--- config.mk ---
export PLATFORM = sky130hd
export DESIGN_NAME = ita_step_scheduler
export DESIGN_NICKNAME = d
export VERILOG_FILES = /design/src/rtl/ita_step_scheduler.sv
export SDC_FILE = /design/constraint.sdc
export NUM_CORES = 1
export LEC_CHECK = 0
export ABC_AREA = 1
export CORE_ASPECT_RATIO = 1.5
export CORE_MARGIN = 2
export CORE_UTILIZATION = 53
export DETAILED_ROUTE_END_ITERATION = 8
export PLACE_DENSITY = 0.8
export REMOVE_ABC_BUFFERS = 1
export SETUP_SLACK_MARGIN = 0.02
export SYNTH_ARGS = -nofsm -noshare
export SYNTH_HDL_FRONTEND = slang
export SYNTH_SLANG_ARGS = --single-unit
--- constraint.sdc ---
create_clock -name clk_i -period 11.28 [get_ports clk_i]
set_input_delay 1.692 -clock clk_i [delete_from_list [all_inputs] [get_ports clk_i]]
set_output_delay 1.692 -clock clk_i [all_outputs]
set_load 0.1 [all_outputs]
--- src/rtl/ita_step_scheduler.sv ---
// Tile sequencer for the ITA attention datapath: walks each head through Q, K, V, QK, AV, OW,
// issuing one tile per handshake and draining in-flight tiles before each dependent step.
module ita_step_scheduler #(
  parameter int unsigned H              = 1,
  parameter int unsigned MaxOutstanding = 8,
  parameter int unsigned TileW          = 32,
  localparam int unsigned NHeadsW = (H + 1 > 1) ? $clog2(H + 1) : 1,
  localparam int unsigned HeadW   = (H > 1) ? $clog2(H) : 1,
  localparam int unsigned OutW    = (MaxOutstanding + 1 > 1) ? $clog2(MaxOutstanding + 1) : 1
) (
  input  logic               clk_i,
  input  logic               rst_i,
  input  logic               start_i,
  input  logic [NHeadsW-1:0] n_heads_i,
  input  logic [TileW-1:0]   lin_tiles_i,
  input  logic [TileW-1:0]   attn_tiles_i,
  output logic               tile_valid_o,
  input  logic               tile_ready_i,
  output logic [2:0]         step_o,
  output logic [HeadW-1:0]   head_o,
  output logic [TileW-1:0]   tile_idx_o,
  output logic               first_tile_o,
  output logic               last_tile_o,
  input  logic               tile_done_i,
  output logic [OutW-1:0]    outstanding_o,
  output logic               busy_o,
  output logic               done_o,
  output logic               err_o
);

  typedef enum logic [1:0] {Idle, Issue, Drain, Finish} state_e;
  typedef enum logic [2:0] {StQ, StK, StV, StQk, StAv, StOw, StIdle} step_e;

  state_e             state_q, state_n;
  step_e              step_q, step_n;
  logic [HeadW-1:0]   head_q, head_n;
  logic [TileW-1:0]   issued_q, issued_n;
  logic [OutW-1:0]    outst_q, outst_n;
  logic [NHeadsW-1:0] nheads_q, nheads_n;
  logic [TileW-1:0]   lin_q, lin_n, attn_q, attn_n;
  logic [TileW-1:0]   tiles_cur, tiles_nxt;
  logic               valid_q, valid_n, first_q, first_n, last_q, last_n;
  logic               busy_q, busy_n, done_q, done_n, err_q, err_n;
  logic               hs, last_head;

  function automatic logic [TileW-1:0] tiles_of(step_e s, logic [TileW-1:0] lin,
                                                logic [TileW-1:0] attn);
    return (s == StQk || s == StAv) ? attn : lin;
  endfunction

  assign hs        = valid_q & tile_ready_i;
  assign tiles_cur = tiles_of(step_q, lin_q, attn_q);
  assign last_head = (NHeadsW'(head_q) + NHeadsW'(1)) == nheads_q;

  // Next-state, counters and the values the registered outputs will take
  always_comb begin
    state_n  = state_q;
    step_n   = step_q;
    head_n   = head_q;
    issued_n = issued_q;
    nheads_n = nheads_q;
    lin_n    = lin_q;
    attn_n   = attn_q;
    busy_n   = busy_q;
    done_n   = 1'b0;
    outst_n  = outst_q;
    if (hs && !tile_done_i) begin
      outst_n = outst_q + OutW'(1);
    end else if (!hs && tile_done_i && outst_q != '0) begin
      outst_n = outst_q - OutW'(1);
    end
    err_n = err_q | (tile_done_i & ~hs & (outst_q == '0));

    unique case (state_q)
      Idle: begin
        busy_n = 1'b0;
        if (start_i) begin
          nheads_n = n_heads_i;
          lin_n    = lin_tiles_i;
          attn_n   = attn_tiles_i;
          err_n    = 1'b0;
          head_n   = '0;
          step_n   = StQ;
          issued_n = '0;
          busy_n   = 1'b1;
          state_n  = (n_heads_i == '0) ? Finish : Issue;
        end
      end
      Issue: begin
        issued_n = issued_q + TileW'(hs);
        if (issued_n == tiles_cur) state_n = Drain;
      end
      Drain: begin
        // The next-value count lets a completion arriving this cycle release the barrier
        if (outst_n == '0) begin
          issued_n = '0;
          if (step_q != StOw) begin
            step_n  = step_e'(step_q + 3'd1);
            state_n = Issue;
          end else if (last_head) begin
            state_n = Finish;
          end else begin
            head_n  = head_q + HeadW'(1);
            step_n  = StQ;
            state_n = Issue;
          end
        end
      end
      Finish: begin
        done_n  = 1'b1;
        step_n  = StIdle;
        state_n = Idle;
      end
      default: state_n = Idle;
    endcase

    tiles_nxt = tiles_of(step_n, lin_n, attn_n);
    valid_n   = (state_n == Issue) && (issued_n < tiles_nxt) &&
                (outst_n < OutW'(MaxOutstanding));
    first_n   = valid_n && (issued_n == '0);
    last_n    = valid_n && (issued_n == tiles_nxt - TileW'(1));
  end

  always_ff @(posedge clk_i) begin
    if (rst_i) begin
      state_q  <= Idle;
      step_q   <= StIdle;
      head_q   <= '0;
      issued_q <= '0;
      outst_q  <= '0;
      nheads_q <= '0;
      lin_q    <= '0;
      attn_q   <= '0;
      valid_q  <= 1'b0;
      first_q  <= 1'b0;
      last_q   <= 1'b0;
      busy_q   <= 1'b0;
      done_q   <= 1'b0;
      err_q    <= 1'b0;
    end else begin
      state_q  <= state_n;
      step_q   <= step_n;
      head_q   <= head_n;
      issued_q <= issued_n;
      outst_q  <= outst_n;
      nheads_q <= nheads_n;
      lin_q    <= lin_n;
      attn_q   <= attn_n;
      valid_q  <= valid_n;
      first_q  <= first_n;
      last_q   <= last_n;
      busy_q   <= busy_n;
      done_q   <= done_n;
      err_q    <= err_n;
    end
  end

  assign tile_valid_o  = valid_q;
  assign step_o        = step_q;
  assign head_o        = head_q;
  assign tile_idx_o    = issued_q;
  assign first_tile_o  = first_q;
  assign last_tile_o   = last_q;
  assign outstanding_o = outst_q;
  assign busy_o        = busy_q;
  assign done_o        = done_q;
  assign err_o         = err_q;

endmodule

Yosys cells after proc, flatten, opt, wreduce, memory -nomap -nowiden
Index checks and enable logic that the tools add are counted.
Operators by class
  $add $sub $neg: 6
  $lt $le $gt $ge: 2
  equal/unequal tests: 16
  muxes and demuxes: 32
  bitwise gates (word level): 5
  reductions and logical operators: 19
Operator list (number)
  32-bit 2-to-1 mux: 8
  32-bit one-hot mux with 3 select lines: 1
  32-bit == test: 2
  32-bit by 1-bit adder with 32-bit output: 1
  32-bit zero test: 1
  32-bit less-than comparator: 1
  32-bit by 1-bit subtractor with 32-bit output (second input constant): 1
  2-bit 2-to-1 mux: 6
  3-bit 2-to-1 mux: 4
  3-bit one-hot mux with 3 select lines: 1
  4-bit zero test: 2
  1-bit 2-to-1 mux: 8
  4-bit 2-to-1 mux: 2
  2-bit != test (second input constant): 4
  2-bit one-hot mux with 4 select lines: 1
  1-bit logical AND: 7
  3-bit by 2-bit == test with 1-bit output (second input constant): 2
  3-bit == test (second input constant): 2
  5-bit AND reduction: 1
  4-bit by 1-bit adder with 4-bit output (second input constant): 1
  2-bit by 1-bit == test with 1-bit output (second input constant): 2
  2-bit == test (second input constant): 2
  4-bit less-than comparator (second input constant): 1
  4-bit nonzero test: 1
  14 further kinds: 18
Storage, ports and cells
  bits in registers: 113
  input port bits: 70
  output and inout port bits: 46
  logic and storage cells: 94

Logic depth before layout (Yosys ltp)
Gate-level depths: netlist of the first run.
  word-level depth: 16
  gate-level depth with buffers: 41
  gate-level depth less buffers: 40

Worst setup path before layout of the first run
Ideal clock, no wire load.
  path kind: input to register
  start: in tile_ready_i
  end: reg last_q, in the netlist last_tile_o
  setup time: 0.062 ns
  arrival time: 5.627 ns
  data required time: 11.218 ns
  path slack: 5.591 ns
  cell stages on the path: 33
  buffers on the path: 0
  cell sequence: nand2_1 inv_1 ha_1 nand2_1 nor2_1 nand2_1 nor2_1 nand2_1 nor2_1 inv_1 nor2_1 nand3_1 nand2_1 o22ai_1 a21oi_1 inv_1 ha_1 a21oi_1 nor2_1 a211oi_1 nor2_1 or4_1 a21oi_1 nand3_1 nor2_1 nand4_1 nor2_1 nand2_1 nor2_1 nand2_1 nor2_1 nand2_1 nor2_2
RTL lines
  start: declaration: line 18  | input logic tile_ready_i,
  1-bit bitwise AND (*): line 51  | assign hs = valid_q & tile_ready_i;
  branches (longest 7 deep; another with 32-bit by 1-bit adder with 32-bit output)
  32-bit one-hot mux with 3 select lines (*): line 74  | unique case (state_q)
  net issued_n[25]: line 37  | logic [TileW-1:0] issued_q, issued_n;
  32-bit less-than comparator: line 118  | valid_n = (state_n == Issue) && (issued_n < tiles_nxt) &&
  1-bit logical AND (2 in series): line 118
  1-bit logical AND (*): line 121  | last_n = valid_n && (issued_n == tiles_nxt - TileW'(1));
  end signal: assignment: line 151  | last_q <= last_n;
  end: declaration: line 42  | logic valid_q, valid_n, first_q, first_n, last_q, last_n;
Mark *: on every way through the listed nets, which the timed path passes.
A chain may end at the register's enable or synchronous reset.

Worst setup path in the final report of the first run
  start: in tile_ready_i
  end: reg last_q, in the netlist last_tile_o
Between the ends
  word-level cells in the longest chain between the ends: 16
Ends and longest elaborated chain (line)
  1-bit bitwise AND (*): 51
  branches (longest 14 deep; another with 32-bit by 1-bit subtractor with 32-bit output)
  1-bit logical AND (*): 121
Mark *: on every way between the ends.

==> results of run 1 <==
[kinds of logic (layout without fill, tap and decap cells)]
kind of cell | Yosys count | after routing
simple gates | 810 | 810
mux | 29 | 29
buf+inv | 240 | 347
fa+ha+maj | 40 | 40
xor+xnor | 70 | 70
flops | 113 | 113
compound gates | 179 | 179
[metal layers]
metal / wire [um] / GRT usage, % / part of all wire (%)
met5: 0 / 0 / 0
met3: 1430 / 3.99 / 4.6
met1: 11900 / 36.4 / 38
met4: 1930 / 20.3 / 6.2
met2: 15700 / 60.2 / 51
[registers in the layout (all words and copies together), names as in the netlist, 2 cells and up]
register and flops:
tile_idx_o 32, step_o 3, attn_q 32, state_q 2
outstanding_o 4, lin_q 32
[metrics by stage]
step                util (%)  cells  hold WS [ns]  power, mW
floorplan                  -   1435         0.478       1.47
global placement        60.9   1770         0.492       1.80
detailed placement      60.9   1770         0.503       1.82
CTS                     64.3   1801         0.515       2.37
global route            64.3   1801         0.547       2.53
finish                  64.3   1801         0.511       2.37
[report_power, final]
| part | switching [mW] | internal, mW | total (mW) |
|---|---|---|---|
| combinational | 0.949 | 0.406 | 1.36 |
| clock | 0.196 | 0.349 | 0.545 |
| sequential | 0.0305 | 0.442 | 0.473 |
[critical path, delay by kind of cell]
| kind | cells | cell delay, ns |
|---|---|---|
| adders and majority gates | 1 | 0.32 |
| AOI/OAI and AO/OA | 3 | 0.61 |
| and+or+nand+nor | 24 | 3.96 |
| buffers and inverters | 2 | 0.74 |
[worst paths after layout]
path	end	cells after the start
worst max-delay path	last_tile_o	30
worst min register to register	attn_q[20]	2
worst max register to register	last_tile_o	30
worst min-delay path	attn_q[20]	2
[final cells by class]
type | count | area, um^2 | area share, %
Clock buffer | 20 | 447 | 4.04
Inverter | 194 | 729 | 6.60
Timing Repair Buffer | 122 | 1200 | 10.8
Tap cell | 213 | 267 | 2.41
Clock inverter | 11 | 139 | 1.26
Multi-Input combinational cell | 1128 | 6010 | 54.4
Sequential cell | 113 | 2260 | 20.5
[layout by cell type, fill, tap and decap left out, types with 2 or more instances in the layout]
cell type,n
nand3_1,83
inv_1,189
ha_1,40
nand3_2,7
nand2_4,4
clkbuf_16,17
clkinv_2,6
clkdlybuf4s50_1,114
nor2_1,169
inv_2,3
o21ai_2,2
clkbuf_1,2
o221ai_1,14
nand2_2,38
nand4_1,22
buf_4,7
nand2_1,422
o22ai_1,12
a211oi_1,3
mux2i_1,29
nor3_1,19
xor2_1,59
bufinv_16,3
a21oi_1,42
o211ai_1,5
nand3b_1,9
clkinvlp_4,2
nor4_1,10
nor4b_1,2
o21ai_0,92
xnor2_1,11
nor2_4,7
nor2_2,9
a31oi_1,2
dfxtp_1,113
or2_2,5
==> results.toml, run 1 <==
[critical_path]
r2r_slack_ns = 5.38
required_ns = 11.64
critPathLaunch = "tile_ready_i"
cp_slowest_cell = "nand2_4"
max_stage_delay_ns = 0.60
worstSetupPathType = "input port to flip-flop"
reg2reg_from = "outstanding_o[0]"
end_kind = "flip-flop"
timing.critical_path.mode_cell = "nand2_1"
cp-start-kind = "input port"
worstPathArrival_ns = 7.37
path_max_fanout = 40

[sta]
finalHoldViolCount = 0
relSlewSlack_pct = 33.8
min_period_ns = 7.00
slew_violations = 0
fin_crit_sh_pct = 62.1
fin_skew_ns = 0.00670
rsz0062_at_grt = "false"
setup_viol = 0
tightest_slew_ns = 0.990
fin_setup_tns_ns = 0
fin_ws_ns = 4.28
fmax_ghz = 0.143

[logic_synthesis]
yosys.area_share.adder_pct = 5.42
synth.most_common_cell = "nand2_1"
synth.top_cell.area_share_pct = 24.5
syn_inst = 1481
synth_compound_area_share_pct = 11.0
synth_area_per_cell_um2 = 6.23
synth-xor-area-share_pct = 6.64
synth_common_cells = "nand2_1, inv_1, nor2_1, dfxtp_1, o21ai_0"
synthMuxAreaShare_pct = 3.15
synth_simple_gate_area_share_pct = 38.8
synth_top_family_by_area = "simple AND/OR/NAND/NOR gates"
syn_area_mm2 = 0.00923
synth_seq_cells = 113
ys.flop_type = "dfxtp_1"
ys_types = 48
async_reset_ff_share_pct = 0
synth_top_cell_by_area = "dfxtp_1"
synth-edff-count = 0
yosys_warnings = 0
synth.area.top_cells = "dfxtp_1, nand2_1, inv_1"
seq_area_frac_synth_pct = 24.5

[cts]
post_cts_buffers = 0
cts_sinks = 113
cts.repair.resized = 0
clkTransAtPathRegs_ns = 0.05
numCtsBuffers = 17
root_buffer = "clkbuf_16"
tritoncts = "built"
clk_latency_ns = 0.43
h-tree-depth = 4
clockBufferDepth = 2
postCtsHoldBufs = 0

[floorplanning]
fp.dieW_um = 112
die_height_um = 166
start_util_pct = 53.6
core_mm2 = 0.0172
io_pins = 116
die_area_mm2 = 0.0185
rows = 59

[grt]
gr-usage-all-layers_pct = 33.2
grt_pass1_vias = 9534
grt_overflow = 0
grt_max_degree = 65
grt_pass1_wl_um = 48600
grt_antenna_before_repair = 0

[route]
drc = 0
drt-vias-per-instance = 5.49
num_vias = 9886
wl_per_cell_um = 17.2
finalWirelength_um = 30900
drtAntennaViolNets = 0
drt_iter0_markers = 618
dr.pass1.iters = 5

[pwr]
irDropWorstVdd_mv = 0.248
power_per_cell_area_mw_per_mm2 = 215
p_leak_nw = 5.42

[flow_run]
cap_violations = 0

[cells_and_area]
syn2layout_area_growth_pct = 19.8
n_antenna_cell = 0
stdcell_area_mm2 = 0.0111
drive_gt1_share_pct = 7.30
nNetsFinal = 1686
nFillCells = 1643

[placed_design]
dp_slack_ns = 4.04
place_area_mm2 = 0.0105
portBuffers = 115
gp_congestion = 0.991
hpwl_um = 24000

[status]
outcome = "finished clean"

[worst_hold_path]
hold_class = "flip-flop to flip-flop"
hp-start = "attn_q[20]"
Power figures use the tool's default switching activity.
==> run 2: changes to the inputs <==
--- a/config.mk
+++ b/config.mk
@@ -8,9 +8,9 @@
 export ABC_AREA = 1
 export CORE_ASPECT_RATIO = 1.5
 export CORE_MARGIN = 2
-export CORE_UTILIZATION = 53
+export CORE_UTILIZATION = 52
 export DETAILED_ROUTE_END_ITERATION = 8
-export PLACE_DENSITY = 0.8
+export PLACE_DENSITY = 0.82
 export REMOVE_ABC_BUFFERS = 1
 export SETUP_SLACK_MARGIN = 0.02
 export SYNTH_ARGS = -nofsm -noshare
==> constraint.sdc (replaced) <==
create_clock -name clk_i -period 6.4 [get_ports clk_i]
set_input_delay 0.96 -clock clk_i [delete_from_list [all_inputs] [get_ports clk_i]]
set_output_delay 0.96 -clock clk_i [all_outputs]
set_load 0.1 [all_outputs]
==> run 2 against run 1 <==
Compared with the run above: flip-flop and latch count is the same; register-to-register slack lost 4.1 ns; hold slack gained 0.0034 ns; first-iteration DRC count grew 5.2%; sequential power grew 75%; final cell count grew 1.1%; critical path depth grew 4; total power grew 79%; clock-buffer cell count grew 2; clock skew grew 0.0041 ns; global-route usage grew 0.20 points; non-clock buffer count grew 19; largest cell class unchanged.
==> results.toml, run 2 (same netlist as run 1, synthesis figures left out) <==
[cts]
postCtsHoldBufs = 0
root_buffer = "clkbuf_16"
clockBufferDepth = 2
numCtsBuffers = 17
cts.repair.resized = 0
post_cts_buffers = 0
clkTransAtPathRegs_ns = 0.05
cts_sinks = 113
clk_latency_ns = 0.43
h-tree-depth = 4
tritoncts = "built"

[placed_design]
portBuffers = 115
gp_congestion = 1.02
hpwl_um = 24400
dp.cells = 1789

[critical_path]
path_max_fanout = 4
cp-start-kind = "input port"
reg2reg_from = "tile_valid_o"
worstSetupPathType = "input port to flip-flop"
max_stage_delay_ns = 0.45
worstPathArrival_ns = 5.97
worst-r2r-cell-count = 33
endpoint = "last_tile_o"
r2r_slack_ns = 1.31
end_kind = "flip-flop"
cp_slowest_cell = "clkdlybuf4s50_1"
worstReg2RegEnd = "last_tile_o"
timing.critical_path.mode_cell = "nor2_1"
required_ns = 6.77
critPathLaunch = "tile_ready_i"

[pwr]
power_per_cell_area_mw_per_mm2 = 380
irDropWorstVdd_mv = 0.360
p_leak_nw = 5.52

[sta]
min_period_ns = 5.60
fin_skew_ns = 0.0108
setup_viol = 0
fmax_ghz = 0.179
finalHoldViolCount = 0
relSlewSlack_pct = 33.7
rsz0062_at_grt = "false"
fin_crit_sh_pct = 87.4
fin_setup_tns_ns = 0
slew_violations = 0
tightest_slew_ns = 0.992

[cells_and_area]
drive_gt1_share_pct = 8.40
final_cell_mix = "nand2_1, inv_1, nor2_1"
n_antenna_cell = 0
final_cells = 1821
syn2layout_area_growth_pct = 21.5
mostFrequentLayoutCell = "nand2_1"
nNetsFinal = 1705
nFillCells = 1688
fin_util_pct = 64.6

[grt]
grt_overflow = 0
grt_pass1_wl_um = 49500
gr-usage-all-layers_pct = 33.4
grt_pass1_vias = 9740
grt_max_degree = 45
grt_antenna_before_repair = 0

[floorplanning]
die_height_um = 167
start_util_pct = 53.2
fp.dieW_um = 113
die_area_mm2 = 0.0188
core_mm2 = 0.0173
rows = 59
io_pins = 116

[route]
drt_iter0_markers = 650
wl_per_cell_um = 17.2
dr.pass1.iters = 6
drt-vias-per-instance = 5.54
drc = 0
finalWirelength_um = 31300
drtAntennaViolNets = 0
num_vias = 10083

[worst_hold_path]
hold_class = "flip-flop to flip-flop"

[status]
outcome = "finished clean"

[flow_run]
cap_violations = 0
[run 2: where the power goes]
group	internal, mW	switching [mW]
logic	0.741	1.70
registers	0.779	0.0512
clock network	0.630	0.356
total	2.15	2.11
[run 2: cell type report]
type                       instances  area (um^2)  share of cell area (%)
multi-input combinational       1128         6010                    53.6
sequential                       113         2260                    20.2
timing repair buffer             141         1340                    12.0
inverter                         194          729                    6.51
clock buffer                      22          464                    4.14
tap                              213          267                    2.38
clock inverter                    10          134                    1.19
[run 2: worst min path at each step]
stage / startpoint / endpoint / slack [ns] / depth (start not counted)
4_1_cts: attn_q[20] / attn_q[20] / 0.52 / 2
5_1_grt: busy_o / busy_o / 0.54 / 2
3_3_place_gp: attn_q[18] / attn_q[18] / 0.49 / 2
2_1_floorplan: attn_q[13] / attn_q[13] / 0.48 / 2
6_report: attn_q[28] / attn_q[28] / 0.51 / 2
3_5_place_dp: attn_q[29] / attn_q[29] / 0.50 / 2
[run 2: routing by layer]
layer  share of wire, %  global-route usage, %  vias to the layer above
met1                 39                   37.3                     4571
met5                  0                      0                        -
met2                 48                   57.0                      410
met3                5.3                   4.81                      126
li1                   -                      -                     4976
met4                8.0                   24.7                        0
[run 2: critical path: cells and delay by family]
family	cells	cell delay, ns
AND/OR/NAND/NOR	23	2.92
AO/OA/AOI/OAI	5	0.79
buffers and inverters	4	0.76
adder cells (fa/ha/maj)	2	0.54
[run 2: stage by stage]
step	area [um^2]	total power [mW]	hold WS, ns	worst slack, ns
2_1_floorplan	8980	2.59	0.478	1.02
6_report	11200	4.26	0.515	0.804
4_1_cts	11200	4.23	0.521	0.880
3_5_place_dp	10600	3.24	0.505	0.455
5_1_grt	11200	4.54	0.543	0.150
3_3_place_gp	10600	3.20	0.492	0.663
